## src/rtl/fp_mac_pkg.sv

```systemverilog
// -----------------------------------------------------------------------------
// fp_mac_pkg
// Shared definitions for the reduced-precision floating-point MAC datapath.
// Packed word layout: sign[18], exponent[17:10] (bias 127), fraction[9:0].
// Contents: field widths, bias/infinity codes, packed-field offsets, a
// result-class enum used by the round/pack stage, and a packing helper.
// -----------------------------------------------------------------------------
package fp_mac_pkg;

  localparam int MW       = 11;          // mantissa incl. hidden bit
  localparam int EW       = 8;           // exponent width
  localparam int FW       = 10;          // stored fraction width
  localparam int PW       = 2 * MW;      // full product width
  localparam int RW       = 1 + EW + FW; // packed result width
  localparam int SIGN_BIT = 18;
  localparam int EXP_LSB  = 10;

  localparam logic [EW-1:0] BIAS    = 8'd127;
  localparam logic [EW-1:0] EXP_INF = 8'hFF;

  // Outcome of the final rounding/saturation decision
  typedef enum logic [1:0] {
    RC_NORMAL = 2'd0,
    RC_ZERO   = 2'd1,
    RC_OVF    = 2'd2,
    RC_UNF    = 2'd3
  } rc_e;

  // Assemble a packed word from its three fields
  function automatic logic [RW-1:0] pack_fp(input logic          s,
                                            input logic [EW-1:0] e,
                                            input logic [FW-1:0] f);
    logic [RW-1:0] w;
    w                = {RW{1'b0}};
    w[SIGN_BIT]      = s;
    w[EXP_LSB +: EW] = e;
    w[FW-1:0]        = f;
    return w;
  endfunction

endpackage

```

## src/rtl/fm_step3_if.sv

```systemverilog
// -----------------------------------------------------------------------------
// fm_step3_if
// Bundle between the multiplier row stage, fm_step3 and the accumulate stage.
//   in_valid / in_ex / in_sign / temp_p_r9 / temp_s_r9 : operands from upstream
//   out_valid / out_result / out_ovf / out_unf           : packed product out
// Modports: master = producer of in_* / consumer of out_*, slave = fm_step3.
// -----------------------------------------------------------------------------
interface fm_step3_if;
  import fp_mac_pkg::*;

  logic              in_valid;
  logic [EW-1:0]     in_ex;
  logic              in_sign;
  logic [PW-1:0]     temp_p_r9;
  logic [PW-1:0]     temp_s_r9;
  logic              out_valid;
  logic [RW-1:0]     out_result;
  logic              out_ovf;
  logic              out_unf;

  modport master (
    output in_valid, in_ex, in_sign, temp_p_r9, temp_s_r9,
    input  out_valid, out_result, out_ovf, out_unf
  );

  modport slave (
    input  in_valid, in_ex, in_sign, temp_p_r9, temp_s_r9,
    output out_valid, out_result, out_ovf, out_unf
  );

endinterface

```

## src/rtl/fm_round_pack.sv

```systemverilog
// -----------------------------------------------------------------------------
// fm_round_pack
// Combinational round-to-nearest-even, exponent saturation and packing.
//   i_sign    : result sign
//   i_zero    : product is exactly zero
//   i_frac    : normalised fraction (hidden bit removed)
//   i_guard   : first bit below the fraction
//   i_sticky  : OR of all remaining lower bits
//   i_exp9    : 9-bit biased exponent before rounding
//   o_result  : packed word
//   o_ovf     : saturated to infinity
//   o_unf     : flushed to zero from a nonzero value
// -----------------------------------------------------------------------------
module fm_round_pack
  import fp_mac_pkg::*;
(
  input  logic          i_sign,
  input  logic          i_zero,
  input  logic [FW-1:0] i_frac,
  input  logic          i_guard,
  input  logic          i_sticky,
  input  logic [EW:0]   i_exp9,
  output logic [RW-1:0] o_result,
  output logic          o_ovf,
  output logic          o_unf
);

  logic          w_round_up;
  logic [FW:0]   w_frac_inc;
  logic [EW+1:0] w_exp_rnd;   // one spare bit so exp9+1 can never wrap
  rc_e           w_class;

  // Rounding increment and mantissa-carry propagation into the exponent
  always_comb begin
    w_round_up = i_guard & (i_sticky | i_frac[0]);
    w_frac_inc = {1'b0, i_frac} + {{FW{1'b0}}, w_round_up};
    w_exp_rnd  = {1'b0, i_exp9} + {{(EW+1){1'b0}}, w_frac_inc[FW]};
  end

  // Classify with priority zero > overflow > underflow > normal
  always_comb begin
    w_class = RC_NORMAL;
    if (i_zero) begin
      w_class = RC_ZERO;
    end else if (w_exp_rnd >= {2'b00, EXP_INF}) begin
      w_class = RC_OVF;
    end else if (w_exp_rnd == {(EW+2){1'b0}}) begin
      w_class = RC_UNF;
    end else begin
      w_class = RC_NORMAL;
    end
  end

  // Pack the word and raise the exception flags for the chosen class
  always_comb begin
    o_result = {RW{1'b0}};
    o_ovf    = 1'b0;
    o_unf    = 1'b0;
    case (w_class)
      RC_ZERO: begin
        o_result = pack_fp(i_sign, {EW{1'b0}}, {FW{1'b0}});
      end
      RC_OVF: begin
        o_result = pack_fp(i_sign, EXP_INF, {FW{1'b0}});
        o_ovf    = 1'b1;
      end
      RC_UNF: begin
        o_result = pack_fp(i_sign, {EW{1'b0}}, {FW{1'b0}});
        o_unf    = 1'b1;
      end
      RC_NORMAL: begin
        // a carry out of the fraction leaves the low FW bits at zero
        o_result = pack_fp(i_sign, w_exp_rnd[EW-1:0], w_frac_inc[FW-1:0]);
      end
      default: begin
        o_result = {RW{1'b0}};
        o_ovf    = 1'b0;
        o_unf    = 1'b0;
      end
    endcase
  end

endmodule

```

## src/rtl/fm_step3.sv

```systemverilog
// -----------------------------------------------------------------------------
// fm_step3
// Final stage of the pipelined FP multiplier: adds the last partial-product
// row, normalises, rounds to nearest-even, saturates and packs. Free-running
// 3-stage pipeline (latency 3, one result per cycle, bubbles preserved).
//   CLK    : clock, rising edge
//   RESETn : asynchronous active-low reset, clears every stage
//   bus    : fm_step3_if.slave (in_* operands, out_* packed product)
// -----------------------------------------------------------------------------
module fm_step3
  import fp_mac_pkg::*;
(
  input  logic       CLK,
  input  logic       RESETn,
  fm_step3_if.slave  bus
);

  // S1: summed product
  logic          r_s1_valid;
  logic [PW-1:0] r_s1_prod;
  logic [EW-1:0] r_s1_ex;
  logic          r_s1_sign;

  // S2: normalised fields
  logic          r_s2_valid;
  logic          r_s2_sign;
  logic          r_s2_zero;
  logic [FW-1:0] r_s2_frac;
  logic          r_s2_guard;
  logic          r_s2_sticky;
  logic [EW:0]   r_s2_exp9;

  // S3: outputs
  logic          r_out_valid;
  logic [RW-1:0] r_out_result;
  logic          r_out_ovf;
  logic          r_out_unf;

  logic [PW-1:0] w_prod;
  logic [FW-1:0] w_frac;
  logic          w_guard;
  logic          w_sticky;
  logic [EW:0]   w_exp9;
  logic          w_zero;
  logic [RW-1:0] w_rp_result;
  logic          w_rp_ovf;
  logic          w_rp_unf;

  // carry out of the 22-bit add is intentionally dropped
  assign w_prod = bus.temp_s_r9 + bus.temp_p_r9;

  // S1 register: row sum, exponent, sign and valid
  always_ff @(posedge CLK or negedge RESETn) begin
    if (!RESETn) begin
      r_s1_valid <= 1'b0;
      r_s1_prod  <= {PW{1'b0}};
      r_s1_ex    <= {EW{1'b0}};
      r_s1_sign  <= 1'b0;
    end else begin
      r_s1_valid <= bus.in_valid;
      r_s1_prod  <= w_prod;
      r_s1_ex    <= bus.in_ex;
      r_s1_sign  <= bus.in_sign;
    end
  end

  // Normalise: a set top bit means the product is in [2,4) and shifts by one
  always_comb begin
    w_frac   = {FW{1'b0}};
    w_guard  = 1'b0;
    w_sticky = 1'b0;
    w_exp9   = {1'b0, r_s1_ex};
    w_zero   = (r_s1_prod == {PW{1'b0}});
    if (r_s1_prod[PW-1]) begin
      w_frac   = r_s1_prod[PW-2 -: FW];
      w_guard  = r_s1_prod[PW-2-FW];
      w_sticky = |r_s1_prod[PW-3-FW:0];
      w_exp9   = {1'b0, r_s1_ex} + 9'd1;
    end else begin
      w_frac   = r_s1_prod[PW-3 -: FW];
      w_guard  = r_s1_prod[PW-3-FW];
      w_sticky = |r_s1_prod[PW-4-FW:0];
      w_exp9   = {1'b0, r_s1_ex};
    end
  end

  // S2 register: normalised fraction, rounding bits, exponent, zero flag
  always_ff @(posedge CLK or negedge RESETn) begin
    if (!RESETn) begin
      r_s2_valid  <= 1'b0;
      r_s2_sign   <= 1'b0;
      r_s2_zero   <= 1'b0;
      r_s2_frac   <= {FW{1'b0}};
      r_s2_guard  <= 1'b0;
      r_s2_sticky <= 1'b0;
      r_s2_exp9   <= {(EW+1){1'b0}};
    end else begin
      r_s2_valid  <= r_s1_valid;
      r_s2_sign   <= r_s1_sign;
      r_s2_zero   <= w_zero;
      r_s2_frac   <= w_frac;
      r_s2_guard  <= w_guard;
      r_s2_sticky <= w_sticky;
      r_s2_exp9   <= w_exp9;
    end
  end

  fm_round_pack u_round_pack (
    .i_sign   (r_s2_sign),
    .i_zero   (r_s2_zero),
    .i_frac   (r_s2_frac),
    .i_guard  (r_s2_guard),
    .i_sticky (r_s2_sticky),
    .i_exp9   (r_s2_exp9),
    .o_result (w_rp_result),
    .o_ovf    (w_rp_ovf),
    .o_unf    (w_rp_unf)
  );

  // S3 register: packed result; flags only ever accompany a valid result
  always_ff @(posedge CLK or negedge RESETn) begin
    if (!RESETn) begin
      r_out_valid  <= 1'b0;
      r_out_result <= {RW{1'b0}};
      r_out_ovf    <= 1'b0;
      r_out_unf    <= 1'b0;
    end else begin
      r_out_valid  <= r_s2_valid;
      r_out_result <= w_rp_result;
      r_out_ovf    <= r_s2_valid & w_rp_ovf;
      r_out_unf    <= r_s2_valid & w_rp_unf;
    end
  end

  assign bus.out_valid  = r_out_valid;
  assign bus.out_result = r_out_result;
  assign bus.out_ovf    = r_out_ovf;
  assign bus.out_unf    = r_out_unf;

endmodule

```

## src/flat_wrapper.sv

```systemverilog
// flat-port wrapper written by rule: the top's interface ports become plain ports
module fm_step3_flat import fp_mac_pkg::*;
  (CLK, RESETn, bus_in_valid, bus_in_ex, bus_in_sign, bus_temp_p_r9, bus_temp_s_r9, bus_out_valid, bus_out_result, bus_out_ovf, bus_out_unf);
  fm_step3_if bus_i ();
  input  logic CLK;
  input  logic RESETn;
  input wire logic [$bits(bus_i.in_valid)-1:0] bus_in_valid;
  input wire logic [$bits(bus_i.in_ex)-1:0] bus_in_ex;
  input wire logic [$bits(bus_i.in_sign)-1:0] bus_in_sign;
  input wire logic [$bits(bus_i.temp_p_r9)-1:0] bus_temp_p_r9;
  input wire logic [$bits(bus_i.temp_s_r9)-1:0] bus_temp_s_r9;
  output wire logic [$bits(bus_i.out_valid)-1:0] bus_out_valid;
  output wire logic [$bits(bus_i.out_result)-1:0] bus_out_result;
  output wire logic [$bits(bus_i.out_ovf)-1:0] bus_out_ovf;
  output wire logic [$bits(bus_i.out_unf)-1:0] bus_out_unf;
  assign bus_i.in_valid = bus_in_valid;
  assign bus_i.in_ex = bus_in_ex;
  assign bus_i.in_sign = bus_in_sign;
  assign bus_i.temp_p_r9 = bus_temp_p_r9;
  assign bus_i.temp_s_r9 = bus_temp_s_r9;
  assign bus_out_valid = bus_i.out_valid;
  assign bus_out_result = bus_i.out_result;
  assign bus_out_ovf = bus_i.out_ovf;
  assign bus_out_unf = bus_i.out_unf;
  fm_step3 u_core (.CLK(CLK), .RESETn(RESETn), .bus(bus_i));
endmodule
```

## config.mk

```make
export PLATFORM = sky130hd
export DESIGN_NAME = fm_step3_flat
export DESIGN_NICKNAME = d
export VERILOG_FILES = /design/src/rtl/fp_mac_pkg.sv /design/src/rtl/fm_step3_if.sv /design/src/rtl/fm_round_pack.sv /design/src/rtl/fm_step3.sv /design/src/flat_wrapper.sv
export SDC_FILE = /design/constraint.sdc
export NUM_CORES = 1
export LEC_CHECK = 0
export ABC_AREA = 1
export BUFFER_PORTS_ARGS = -buffer_cell sky130_fd_sc_hd__buf_2
export CORE_MARGIN = 2
export CORE_UTILIZATION = 49
export DETAILED_ROUTE_END_ITERATION = 16
export PLACE_DENSITY = 0.72
export SLEW_MARGIN = 40
export SYNTH_ARGS = -nofsm -noshare
export SYNTH_HDL_FRONTEND = slang
export SYNTH_SLANG_ARGS = --single-unit
```

## constraint.sdc

```tcl
create_clock -name CLK -period 4.5 [get_ports CLK]
set_input_delay 0.45 -clock CLK [delete_from_list [all_inputs] [get_ports CLK]]
set_output_delay 0.45 -clock CLK [all_outputs]
set_load 0.01 [all_outputs]
```

==> reports/summary.txt <==
fin nets -> 661
run status -> complete, no violations
Final setup viols -> 0
Die H -> 96.3 um
reg2reg start -> u_core.r_s2_frac[0]$_DFF_PN0_
compound-cell area share of the yosys netlist -> 7.52%
Multi-input gate area -> 1980 um2
RD Place Congestion -> 0.956
Non-Filler Instances -> 688
Synth area leaders -> dfrtp_1 47%, nand2_1 11%, ha_1 7.8%, inv_1 5.5%, nor2_1 4.6%
synthesized area -> 4180 um2
vias -> 3417
Initial DRC Count -> 93
Reg2Reg Depth -> 18
Worst setup endpoint -> u_core.bus.out_result[12]$_DFF_PN0_
maximum buffer depth of the clock tree -> 2
FF+latch area -> 1950 um2
Avg Inst Size Synth -> 8.49 um2
post-synthesis net count -> 575
mux cell area share after synthesis -> 0%
wire length per cell -> 11.3 um
#FFs+latches synth -> 78
post_cts resized -> 0
met3 usage -> 2.04%
CTS tree -> built
clock latency on the worst-skew pair -> 0.34 ns
Fill cells -> 757
Die ar. -> 9280 um2
P&R area growth vs syn -> 17.2%
placed wire-length estimate -> 6310 um
Clock Skews -> 0.00934 ns
antenna cells -> 0
adder-cell share of the synthesized area -> 8.27%
via-per-instance ratio -> 4.97
Initial Util -> 50.6%
busiest layer in global routing -> met2
Worst Setup End Kind -> flop
register area share after synthesis -> 46.7%
max-slew violations -> 0
worst hold-check path type -> primary input to async pin
Core ar. -> 8260 um2
Tmin final -> 3.11 ns
FF-to-FF setup slack -> 1.39 ns
peak supply drop -> 0.000155 V
crit path kind -> flop to flop
I/O pin total -> 78
max_slew headroom -> 57.1%
Post-CTS Hold Buffers -> 0
total track usage -> 18.1%
Post-Synth XOR/XNOR Area -> 6.29%
Hold Violations, Final -> 0
max_cap viols -> 0
count leader, synth -> nand2_1
synth warn -> 0
f_max -> 0.321 GHz
placed insts -> 672
global route overflow -> 0
EDFF count, synth -> 0
Setup TNS -> 0 ns
Main synth FF type -> dfrtp_1
# rows -> 33
Slew @ Worst Pin -> 0.643 ns
CP required -> 4.72 ns
leakage power -> 2.57 nW
post-CTS setup buffers -> 0
DR DRC count -> 0
Commonest cells post-synth -> 117 x nand2_1, 78 x dfrtp_1, 61 x inv_1, 51 x nor2_1, 31 x a21oi_1
fin crit share -> 69.1%
share of layout cells above drive strength 1 -> 18.2%
vias in the first global route -> 3285
first-pass GRT wire length -> 13200 um
met2 usage -> 30.7%
Critical Path Start Type -> flop
asr flop ratio synth -> 100%
main combinational cell family by area after synthesis -> simple AND/OR/NAND/NOR gates
largest area contributor in the netlist -> dfrtp_1
Antenna Violating Nets Remaining -> 0
routed wire length -> 7790 um
# port buffers -> 77
CTS buffer count -> 9
power density over the cells -> 370 nW/um2
Root Buffer -> clkbuf_8
antenna violations before repair -> 0
WP data arrival -> 3.33 ns
r2r endpoint -> u_core.bus.out_result[12]$_DFF_PN0_
chip width -> 96.3 um
CP Max Fanout -> 8
Synth cell types -> 34
met1 Use GR -> 22.1%
DR pass1 iterations -> 5
H-tree levels -> 3
crit path from -> u_core.r_s2_frac[0]$_DFF_PN0_
Sink Count -> 78
unrepaired setup endpoints after global routing -> false
clk slew on worst S/H paths -> 0.08 ns
simple-gate area share of the yosys netlist -> 25.4%
post-synth top area share -> 46.7%
largest net degree at the start of global routing -> 79
Syn Inst Count -> 492
[how the worst min path moves through the flow]
stage | start | endpoint | slack (ns)
after global placement | u_core.r_s2_sign$_DFF_PN0_ | u_core.bus.out_result[18]$_DFF_PN0_ | 0.34
after CTS | RESETn | u_core.bus.out_result[18]$_DFF_PN0_ | 0.13
after floorplan | RESETn | u_core.bus.out_ovf$_DFF_PN0_ | 0.15
after detailed placement | u_core.r_s1_sign$_DFF_PN0_ | u_core.r_s2_sign$_DFF_PN0_ | 0.34
final | RESETn | u_core.r_s1_prod[1]$_DFF_PN0_ | 0.10
after global routing | RESETn | u_core.r_s2_sign$_DFF_PN0_ | 0.17
[critical path, cell delays in order, from the launching register on]
cell,delay [ns]
dfrtp_1,0.36
o21a_1,0.12
ha_1,0.16
ha_1,0.18
nand2_1,0.08
nor4_1,0.33
nand2_1,0.14
nor3b_1,0.22
ha_1,0.25
ha_1,0.23
nand2_2,0.09
nor2_4,0.13
nand3_2,0.07
nand2_1,0.07
nand2_2,0.08
nor2_8,0.12
nand3_1,0.12
nand2_2,0.16
a21oi_1,0.07
[logic make-up after synthesis]
kind of cell	count (synthesis)
flip-flops	78
XOR/XNOR	30
AND/OR/NAND/NOR	235
AO/OA/AOI/OAI	58
buffers and inverters	64
adder cells (fa/ha/maj)	27
[metal layers]
metal / part of all wire (%) / vias to the layer above
met5: 0 / -
met4: 3.9 / 0
met3: 5.4 / 23
met2: 47 / 115
met1: 44 / 1512
li1: - / 1767
[flip-flops by register name, indices dropped and copies added, names as in the netlist]
register               flops
u_core.r_s1_prod          22
u_core.bus.out_result     19
u_core.r_s2_frac          10
u_core.r_s2_exp9           9
u_core.r_s1_ex             8
u_core.bus.out_ovf         1
u_core.bus.out_unf         1
u_core.bus.out_valid       1
u_core.r_s1_sign           1
u_core.r_s1_valid          1
u_core.r_s2_guard          1
u_core.r_s2_sign           1
u_core.r_s2_sticky         1
u_core.r_s2_valid          1
u_core.r_s2_zero           1
[final cells by class]
| type | count | area share (%) |
|---|---|---|
| Multi-Input combinational cell | 350 | 40.5 |
| Tap cell | 105 | 2.68 |
| Inverter | 62 | 4.75 |
| Sequential cell | 78 | 39.9 |
| Timing Repair Buffer | 77 | 8.00 |
| Clock buffer | 9 | 2.53 |
| Clock inverter | 7 | 1.64 |
[cells in the final DEF (no fill, tap or decap), types with 4 or more instances in the layout]
cell type	n
a21oi_1	31
nand2_2	4
inv_1	61
nor3_1	7
nand4_1	15
dfrtp_1	78
nor2_1	51
nand3_1	22
xnor2_1	9
nand2_1	117
ha_1	26
nor4_1	6
xor2_1	21
clkbuf_8	9
o21ai_0	16
buf_2	76
[power by group]
| part | leakage (nW) | internal, mW | total, mW | switching, mW |
|---|---|---|---|---|
| combinational | 1.55 | 0.170 | 0.406 | 0.237 |
| clock | 0.0968 | 0.262 | 0.517 | 0.255 |
| sequential | 0.924 | 0.823 | 0.890 | 0.0676 |
| total | 2.57 | 1.25 | 1.81 | 0.559 |
[metrics by stage]
step | util, % | setup slack (ns) | power, mW | hold slack, ns | instance area (um2)
after floorplan | - | 1.77 | 1.17 | 0.154 | 4180
after global placement | 56.8 | 1.52 | 1.30 | 0.335 | 4690
after detailed placement | 56.8 | 1.38 | 1.31 | 0.336 | 4690
after CTS | 59.3 | 1.35 | 1.83 | 0.128 | 4900
after global routing | 59.3 | 0.950 | 1.94 | 0.170 | 4900
final | 59.3 | 1.39 | 1.81 | 0.105 | 4900
Power figures use the tool's default switching activity.
